### config.mk
export PLATFORM = sky130hd
export DESIGN_NAME = pattern_write_arbiter_flat
export DESIGN_NICKNAME = d
export VERILOG_FILES = /design/src/rtl/pattern_write_arbiter_if.sv /design/src/rtl/pattern_write_arbiter.sv /design/src/flat_wrapper.sv
export SDC_FILE = /design/constraint.sdc
export NUM_CORES = 1
export LEC_CHECK = 0
export ABC_AREA = 1
export CAP_MARGIN = 20
export CORE_MARGIN = 4
export CORE_UTILIZATION = 40
export CTS_CLUSTER_DIAMETER = 80
export DETAILED_ROUTE_END_ITERATION = 7
export PLACE_DENSITY = 0.84
export SYNTH_ARGS = -nofsm -noshare
export SYNTH_HDL_FRONTEND = slang
export SYNTH_SLANG_ARGS = --single-unit
export TNS_END_PERCENT = 10
### constraint.sdc
create_clock -name clk -period 4.39 [get_ports clk]
set_input_delay 0.6585 -clock clk [delete_from_list [all_inputs] [get_ports clk]]
set_output_delay 0.6585 -clock clk [all_outputs]
set_load 0.005 [all_outputs]
### src/rtl/pattern_write_arbiter_if.sv
// pattern_write_arbiter_if: request/grant handshakes of both requesters plus the field write port.
interface pattern_write_arbiter_if #(
    parameter int DATA_W = 8
);
    logic              r0_valid;
    logic              r0_ready;
    logic [2:0]        r0_buf;
    logic [4:0]        r0_field;
    logic [DATA_W-1:0] r0_data;
    logic              r1_valid;
    logic              r1_ready;
    logic [2:0]        r1_buf;
    logic [4:0]        r1_field;
    logic [DATA_W-1:0] r1_data;
    logic [2:0]        wr_buf;
    logic [4:0]        wr_field;
    logic [DATA_W-1:0] wr_data;
    logic              wr_strobe;

    modport master (
        output r0_valid, r0_buf, r0_field, r0_data,
        output r1_valid, r1_buf, r1_field, r1_data,
        input  r0_ready, r1_ready, wr_buf, wr_field, wr_data, wr_strobe
    );

    modport slave (
        input  r0_valid, r0_buf, r0_field, r0_data,
        input  r1_valid, r1_buf, r1_field, r1_data,
        output r0_ready, r1_ready, wr_buf, wr_field, wr_data, wr_strobe
    );
endinterface

### src/rtl/pattern_write_arbiter.sv
// pattern_write_arbiter: pat-priority arbiter for the pattern-buffer field write port with host starvation guard.
// Defining PWA_WRITE_COUNT_EN adds per-requester strobed-write counters cnt0/cnt1.
module pattern_write_arbiter #(
    parameter int BUF_COUNT   = 8,
    parameter int FIELD_COUNT = 22,
    parameter int DATA_W      = 8,
    parameter int MAX_WAIT    = 15
) (
    input  logic                   clk,
    input  logic                   reset_n,
    pattern_write_arbiter_if.slave bus,
    input  logic [2:0]             active_buf,
    input  logic                   protect_en,
    input  logic                   err_clr,
    output logic                   err_range
`ifdef PWA_WRITE_COUNT_EN
    ,
    output logic [15:0]            cnt0,
    output logic [15:0]            cnt1
`endif
);
    typedef enum logic {PRIO, FORCE} state_t;

    state_t            state, state_nxt;
    logic              elig1, grant0, grant1, accept, bad;
    logic [7:0]        wait_cnt, wait_nxt;
    logic [2:0]        sel_buf;
    logic [4:0]        sel_field;
    logic [DATA_W-1:0] sel_data;

    assign elig1 = bus.r1_valid && !(protect_en && bus.r1_buf == active_buf);
    assign wait_nxt = (!bus.r1_valid || grant1) ? 8'd0 :
                      (elig1 && wait_cnt != 8'hFF) ? wait_cnt + 8'd1 : wait_cnt;

    always_ff @(posedge clk or negedge reset_n)
        if (!reset_n) state <= PRIO;
        else          state <= state_nxt;

    // Force on the cycle the host's losing streak reaches MAX_WAIT, so its grant lands on the next one.
    always_comb
        state_nxt = (state == PRIO) ? ((wait_nxt == 8'(MAX_WAIT)) ? FORCE : PRIO)
                                    : ((grant1 || !bus.r1_valid) ? PRIO : FORCE);

    always_comb begin
        grant1 = elig1 && (state == FORCE || !bus.r0_valid);
        grant0 = bus.r0_valid && !grant1;
    end

    assign bus.r0_ready = grant0;
    assign bus.r1_ready = grant1;
    assign accept       = grant0 || grant1;
    assign sel_buf      = grant1 ? bus.r1_buf   : bus.r0_buf;
    assign sel_field    = grant1 ? bus.r1_field : bus.r0_field;
    assign sel_data     = grant1 ? bus.r1_data  : bus.r0_data;
    assign bad          = {1'b0, sel_buf} >= 4'(BUF_COUNT) || {1'b0, sel_field} >= 6'(FIELD_COUNT);

    always_ff @(posedge clk or negedge reset_n)
        if (!reset_n) begin
            wait_cnt      <= '0;
            bus.wr_buf    <= '0;
            bus.wr_field  <= '0;
            bus.wr_data   <= '0;
            bus.wr_strobe <= 1'b0;
            err_range     <= 1'b0;
        end else begin
            wait_cnt      <= wait_nxt;
            bus.wr_strobe <= accept && !bad;
            if (accept && !bad) begin
                bus.wr_buf   <= sel_buf;
                bus.wr_field <= sel_field;
                bus.wr_data  <= sel_data;
            end
            err_range <= !err_clr && (err_range || (accept && bad));
        end

`ifdef PWA_WRITE_COUNT_EN
    always_ff @(posedge clk or negedge reset_n)
        if (!reset_n) begin
            cnt0 <= '0;
            cnt1 <= '0;
        end else if (err_clr) begin
            cnt0 <= '0;
            cnt1 <= '0;
        end else if (accept && !bad) begin
            if (grant1) cnt1 <= cnt1 + 16'd1;
            else        cnt0 <= cnt0 + 16'd1;
        end
`endif
endmodule

### src/flat_wrapper.sv
// flat-port wrapper written by rule: the top's interface ports become plain ports
module pattern_write_arbiter_flat 
#(
    parameter int BUF_COUNT   = 8,
    parameter int FIELD_COUNT = 22,
    parameter int DATA_W      = 8,
    parameter int MAX_WAIT    = 15
)
  (clk, reset_n, active_buf, protect_en, err_clr, err_range, bus_r0_valid, bus_r0_buf, bus_r0_field, bus_r0_data, bus_r1_valid, bus_r1_buf, bus_r1_field, bus_r1_data, bus_r0_ready, bus_r1_ready, bus_wr_buf, bus_wr_field, bus_wr_data, bus_wr_strobe);
  pattern_write_arbiter_if #(.DATA_W(DATA_W)) bus_i ();
  input  logic clk;
  input  logic reset_n;
  input  logic [2:0] active_buf;
  input  logic protect_en;
  input  logic err_clr;
  output logic err_range;
  input wire logic [$bits(bus_i.r0_valid)-1:0] bus_r0_valid;
  input wire logic [$bits(bus_i.r0_buf)-1:0] bus_r0_buf;
  input wire logic [$bits(bus_i.r0_field)-1:0] bus_r0_field;
  input wire logic [$bits(bus_i.r0_data)-1:0] bus_r0_data;
  input wire logic [$bits(bus_i.r1_valid)-1:0] bus_r1_valid;
  input wire logic [$bits(bus_i.r1_buf)-1:0] bus_r1_buf;
  input wire logic [$bits(bus_i.r1_field)-1:0] bus_r1_field;
  input wire logic [$bits(bus_i.r1_data)-1:0] bus_r1_data;
  output wire logic [$bits(bus_i.r0_ready)-1:0] bus_r0_ready;
  output wire logic [$bits(bus_i.r1_ready)-1:0] bus_r1_ready;
  output wire logic [$bits(bus_i.wr_buf)-1:0] bus_wr_buf;
  output wire logic [$bits(bus_i.wr_field)-1:0] bus_wr_field;
  output wire logic [$bits(bus_i.wr_data)-1:0] bus_wr_data;
  output wire logic [$bits(bus_i.wr_strobe)-1:0] bus_wr_strobe;
  assign bus_i.r0_valid = bus_r0_valid;
  assign bus_i.r0_buf = bus_r0_buf;
  assign bus_i.r0_field = bus_r0_field;
  assign bus_i.r0_data = bus_r0_data;
  assign bus_i.r1_valid = bus_r1_valid;
  assign bus_i.r1_buf = bus_r1_buf;
  assign bus_i.r1_field = bus_r1_field;
  assign bus_i.r1_data = bus_r1_data;
  assign bus_r0_ready = bus_i.r0_ready;
  assign bus_r1_ready = bus_i.r1_ready;
  assign bus_wr_buf = bus_i.wr_buf;
  assign bus_wr_field = bus_i.wr_field;
  assign bus_wr_data = bus_i.wr_data;
  assign bus_wr_strobe = bus_i.wr_strobe;
  pattern_write_arbiter #(.BUF_COUNT(BUF_COUNT), .FIELD_COUNT(FIELD_COUNT), .DATA_W(DATA_W), .MAX_WAIT(MAX_WAIT)) u_core (.clk(clk), .reset_n(reset_n), .bus(bus_i), .active_buf(active_buf), .protect_en(protect_en), .err_clr(err_clr), .err_range(err_range));
endmodule
# After elaboration in Yosys (flattened, before gate mapping)
# Cells that the tools add are included.
[op_classes]
n_reduce_logical = 18
eq_ne = 3
addsub = 1
magnitude_cmp = 1
mux = 8
[op_table]
columns = ["operator", "count"]
rows = [
  ["$mux W8", 3],
  ["$add A8 B1 Y8 const B", 1],
  ["$eq A8 B4 Y1 const B", 1],
  ["$logic_and A1 B1 Y1", 8],
  ["$ne A8 B8 Y1 const B", 1],
  ["$logic_not A1 Y1", 6],
  ["$ge A5 B5 Y1 const B", 1],
  ["$mux W5", 1],
  ["$logic_or A1 B1 Y1", 4],
  ["$eq A3 B3 Y1", 1],
  ["$mux W1", 3],
  ["$mux W3", 1],
]
[word_totals]
out_inout_bits = 20
reg_bits = 27
wordCells = 38
in_bits = 41

# Longest topological paths before layout
[depth]
depth_word = 11
depth_mapped = 15

# Least setup slack after synthesis
# No wires, ideal clock.
[synth_path]
path_kind = "input port to output port"
startpoint = "in bus_r1_buf[2]"
endpoint = "out bus_r0_ready"
stages = 10
slack_ns = 2.265
arrival_time_ns = 1.467
path_cell_list = "inv_1 -> nand2_1 -> nand2_1 -> nor2_2 -> nand2_2 -> nand3_4 -> buf_6 -> buf_2 -> nand2_1 -> inv_1"
[synth_between]
elab_chain_cells = 7
[synth_rtl]
columns = ["item", "line_no", "source"]
rows = [
  ["from (decl)", "flat_wrapper.sv:22", "input wire logic [$bits(bus_i.r1_buf)-1:0] bus_r1_buf;"],
  ["$eq A3 B3 Y1", "pattern_write_arbiter.sv:31", "assign elig1 = bus.r1_valid && !(protect_en && bus.r1_buf == active_buf);"],
  ["$logic_and A1 B1 Y1", "pattern_write_arbiter.sv:31", ""],
  ["$logic_not A1 Y1", "pattern_write_arbiter.sv:31", ""],
  ["$logic_and A1 B1 Y1", "pattern_write_arbiter.sv:31", ""],
  ["$logic_and A1 B1 Y1", "pattern_write_arbiter.sv:45", "grant1 = elig1 && (state == FORCE || !bus.r0_valid);"],
  ["$logic_not A1 Y1", "pattern_write_arbiter.sv:46", "grant0 = bus.r0_valid && !grant1;"],
  ["$logic_and A1 B1 Y1", "pattern_write_arbiter.sv:46", ""],
  ["to (decl)", "flat_wrapper.sv:25", "output wire logic [$bits(bus_i.r0_ready)-1:0] bus_r0_ready;"],
]
# No other way between the ends.

# Final worst setup path
[layout_path]
startpoint = "in bus_r1_buf[2]"
endpoint = "out bus_r1_ready"
[layout_between]
elab_chain_cells = 5
[layout_rtl]
columns = ["item", "line_no", "source"]
rows = [
  ["$eq A3 B3 Y1", "pattern_write_arbiter.sv:31", ""],
  ["$logic_and A1 B1 Y1", "pattern_write_arbiter.sv:31", ""],
  ["$logic_not A1 Y1", "pattern_write_arbiter.sv:31", ""],
  ["$logic_and A1 B1 Y1", "pattern_write_arbiter.sv:31", ""],
  ["$logic_and A1 B1 Y1", "pattern_write_arbiter.sv:45", ""],
  ["to (decl)", "flat_wrapper.sv:26", "output wire logic [$bits(bus_i.r1_ready)-1:0] bus_r1_ready;"],
]
# No other way between the ends.

==> impl_metrics.env <==
export IMPL_cts_buffer_depth=2
export IMPL_holdWs_ns=0.481
export IMPL_utilization=0.584
export IMPL_core_mm2=0.00414
export IMPL_synth_commonest_cells="nand2_1, dfrtp_1, inv_1"
export IMPL_yosys_warnings=0
export IMPL_cp_end_kind="primary output"
export IMPL_io_pins=61
export IMPL_hp_start="u_core.bus.wr_data[0]$_DFFE_PN0P_"
export IMPL_fin_nets=346
export IMPL_synth_top_area_share=0.381
export IMPL_yosysMostFrequentCell="nand2_1"
export IMPL_rr_startpoint="u_core.state$_DFF_PN0_"
export IMPL_period_needed_ns=3.32
export IMPL_drc_errors=0
export IMPL_drtIter0Drc=94
export IMPL_antenna_found_initial=0
export IMPL_postCtsSetupBuffers=0
export IMPL_outcome="finished, final reports clean"
export IMPL_slew_viol_final=0
export IMPL_clk_latency_ns=0.27
export IMPL_start_util=0.428
export IMPL_synth_area_leaders="dfrtp_1, nand2_1, nand3_1"
export IMPL_rsz0062_at_grt="no"
export IMPL_grt_first_pass_wirelength_um=7460
export IMPL_post_cts_resized=0
export IMPL_arrival_ns=2.67
export IMPL_cts_htree_levels=1
export IMPL_cts_root_buffer="clkbuf_8"
export IMPL_setup_viol=0
export IMPL_finalWorstSetupSlack_ns=1.07
export IMPL_synth_top_family_by_area="simple AND/OR/NAND/NOR gates"
export IMPL_drive_gt1_frac=0.106
export IMPL_r2r_cells=8
export IMPL_viasPerCell=4.92
export IMPL_clkTransAtPathRegs_ns=0.10
export IMPL_leakagePower_nw=1.21
export IMPL_synth_edf_count=0
export IMPL_synthCells=247
export IMPL_area_growth_pct=36.3
export IMPL_synth_main_ff_cell="dfrtp_1"
export IMPL_cp_max_fo=22
export IMPL_path_class="in -> out"
export IMPL_holdCritPathClass="reg -> reg"
export IMPL_reg2reg_slack_ns=2.23
export IMPL_synth_compound_area_frac=0.0500
export IMPL_maxCapViolations=0
export IMPL_cts_sinks=27
export IMPL_setup_tns_ns=0
export IMPL_synth_area_per_cell_um2=7.19
export IMPL_r2r_end="u_core.bus.wr_field[3]$_DFFE_PN0P_"
export IMPL_critical_path_required_ns=3.73
export IMPL_routed_wl_um=4360
export IMPL_synth_xor_area_share=0.00987
export IMPL_syn_num_nets=289
export IMPL_grt_overflow_total=0
export IMPL_dieWidth_um=74.6
export IMPL_tightestPinTransition_ns=0.723
export IMPL_hold_buffers=0
export IMPL_power_density_mw_per_mm2=271
export IMPL_via_count=1738
export IMPL_fp_dieH_um=74.6
export IMPL_async_flop_share=1.00
export IMPL_ys_types=30
export IMPL_synth_mux_area_fraction=0
export IMPL_synth_simple_area_share=0.449
export IMPL_dp_hpwl_um=3460
export IMPL_wl_per_cell_um=12.4
export IMPL_cts_made_buffers=3
export IMPL_slew_headroom=0.518
export IMPL_grt_pass1_vias=1666
export IMPL_syn_area_mm2=0.00178
export IMPL_skew_ns=0.00376
export IMPL_synthAdderAreaFrac=0.00705
export IMPL_max_freq_mhz=301
export IMPL_yosysSeqAreaShare=0.381
export IMPL_power_w=0.000655
export IMPL_startpoint_type="primary input"
export IMPL_portBuffers=60
export IMPL_peakVddDrop_v=0.000145
export IMPL_gp_congestion=0.937
export IMPL_dr_pass1_iters=4
export IMPL_die_area_mm2=0.00557
export IMPL_cts_tree="done"
export IMPL_ant_nets=0
export IMPL_dpl_worst_slack_ns=1.06
export IMPL_grt_max_degree=28
export IMPL_hold_viol_final=0
export IMPL_multi_input_area_um2=916
export IMPL_rows=23
export IMPL_fillers=386
export IMPL_grtUsageTotal=0.169
export IMPL_cp_endpoint="bus_r1_ready"
export IMPL_synth_largest_area_cell="dfrtp_1"
export IMPL_final_seq_area_um2=676
export IMPL_crit_path_start="bus_r1_buf[2]"
export IMPL_diodes=0
export IMPL_synth_seq_cells=27
export IMPL_fin_crit_sh=0.757
==> cells in the final DEF, fill, tap and decap left out, types with 2 or more instances in the layout <==
cell / synthesis / routed
inv_1: 27 / 27
inv_2: 2 / 2
nand4_1: 10 / 10
clkbuf_8: 0 / 3
o21ai_0: 4 / 4
dfrtp_1: 27 / 27
nand2_1: 100 / 100
a21oi_1: 4 / 4
nand2_2: 13 / 13
nand3_1: 24 / 24
nand2_4: 2 / 2
clkdlybuf4s50_1: 0 / 60
nand2_8: 2 / 2
nor2_2: 3 / 3
nor2_1: 8 / 8
==> where the power goes <==
part / switching, W / internal [W]
Sequential: 0.0000207 / 0.000279
Combinational: 0.0000938 / 0.000117
Clock: 0.0000802 / 0.0000644
==> cell families (layout without fill, tap and decap cells) <==
family | Yosys count | in the layout
simple gates | 167 | 167
compound gates | 12 | 12
fa+ha+maj | 1 | 1
flops | 27 | 27
buf+inv | 38 | 94
xor+xnor | 2 | 2
==> critical path, stage by stage <==
cell and delay, ns:
clkdlybuf4s50_1 0.45, inv_1 0.06, nor2_1 0.12, nor2_2 0.06
nand2_2 0.23, nand3_4 0.29, inv_2 0.26, clkdlybuf4s50_1 0.54
==> worst min path at each step <==
stage / to / slack (ns) / cells after the start
2_1_floorplan: u_core.bus.wr_buf[0]$_DFFE_PN0P_ / 0.36 / 0
3_3_place_gp: u_core.bus.wr_data[7]$_DFFE_PN0P_ / 0.45 / 2
3_5_place_dp: u_core.bus.wr_data[7]$_DFFE_PN0P_ / 0.46 / 2
4_1_cts: u_core.bus.wr_data[7]$_DFFE_PN0P_ / 0.48 / 2
5_1_grt: u_core.bus.wr_data[7]$_DFFE_PN0P_ / 0.51 / 2
6_report: u_core.bus.wr_data[0]$_DFFE_PN0P_ / 0.48 / 2
==> flip-flops by register name (all words and copies together), names as in the netlist <==
register and cells:
u_core.bus.wr_buf 3, u_core.state 1, u_core.bus.wr_field 5, u_core.err_range 1, u_core.bus.wr_strobe 1, u_core.wait_cnt 8, u_core.bus.wr_data 8
==> area by class of cell <==
class,count,share of cell area
Clock buffer,3,0.0171
Clock inverter,1,0.00310
Inverter,29,0.0450
Multi-Input combinational cell,182,0.378
Sequential cell,27,0.279
Tap cell,50,0.0259
Timing Repair Buffer,61,0.251
==> through the flow <==
stage               cell area [um2]  instances
floorplan                      1780        247
global placement               2370        349
detailed placement             2370        349
CTS                            2420        353
global route                   2420        353
finish                         2420        353
==> per-layer routing <==
metal / vias up / track usage / share of wire
li1: 890 / - / -
met1: 778 / 0.232 / 0.42
met2: 64 / 0.274 / 0.48
met3: 6 / 0.0254 / 0.086
met4: 0 / 0.0553 / 0.018
met5: - / 0 / 0
No activity file was read; power rests on OpenSTA's default activity.
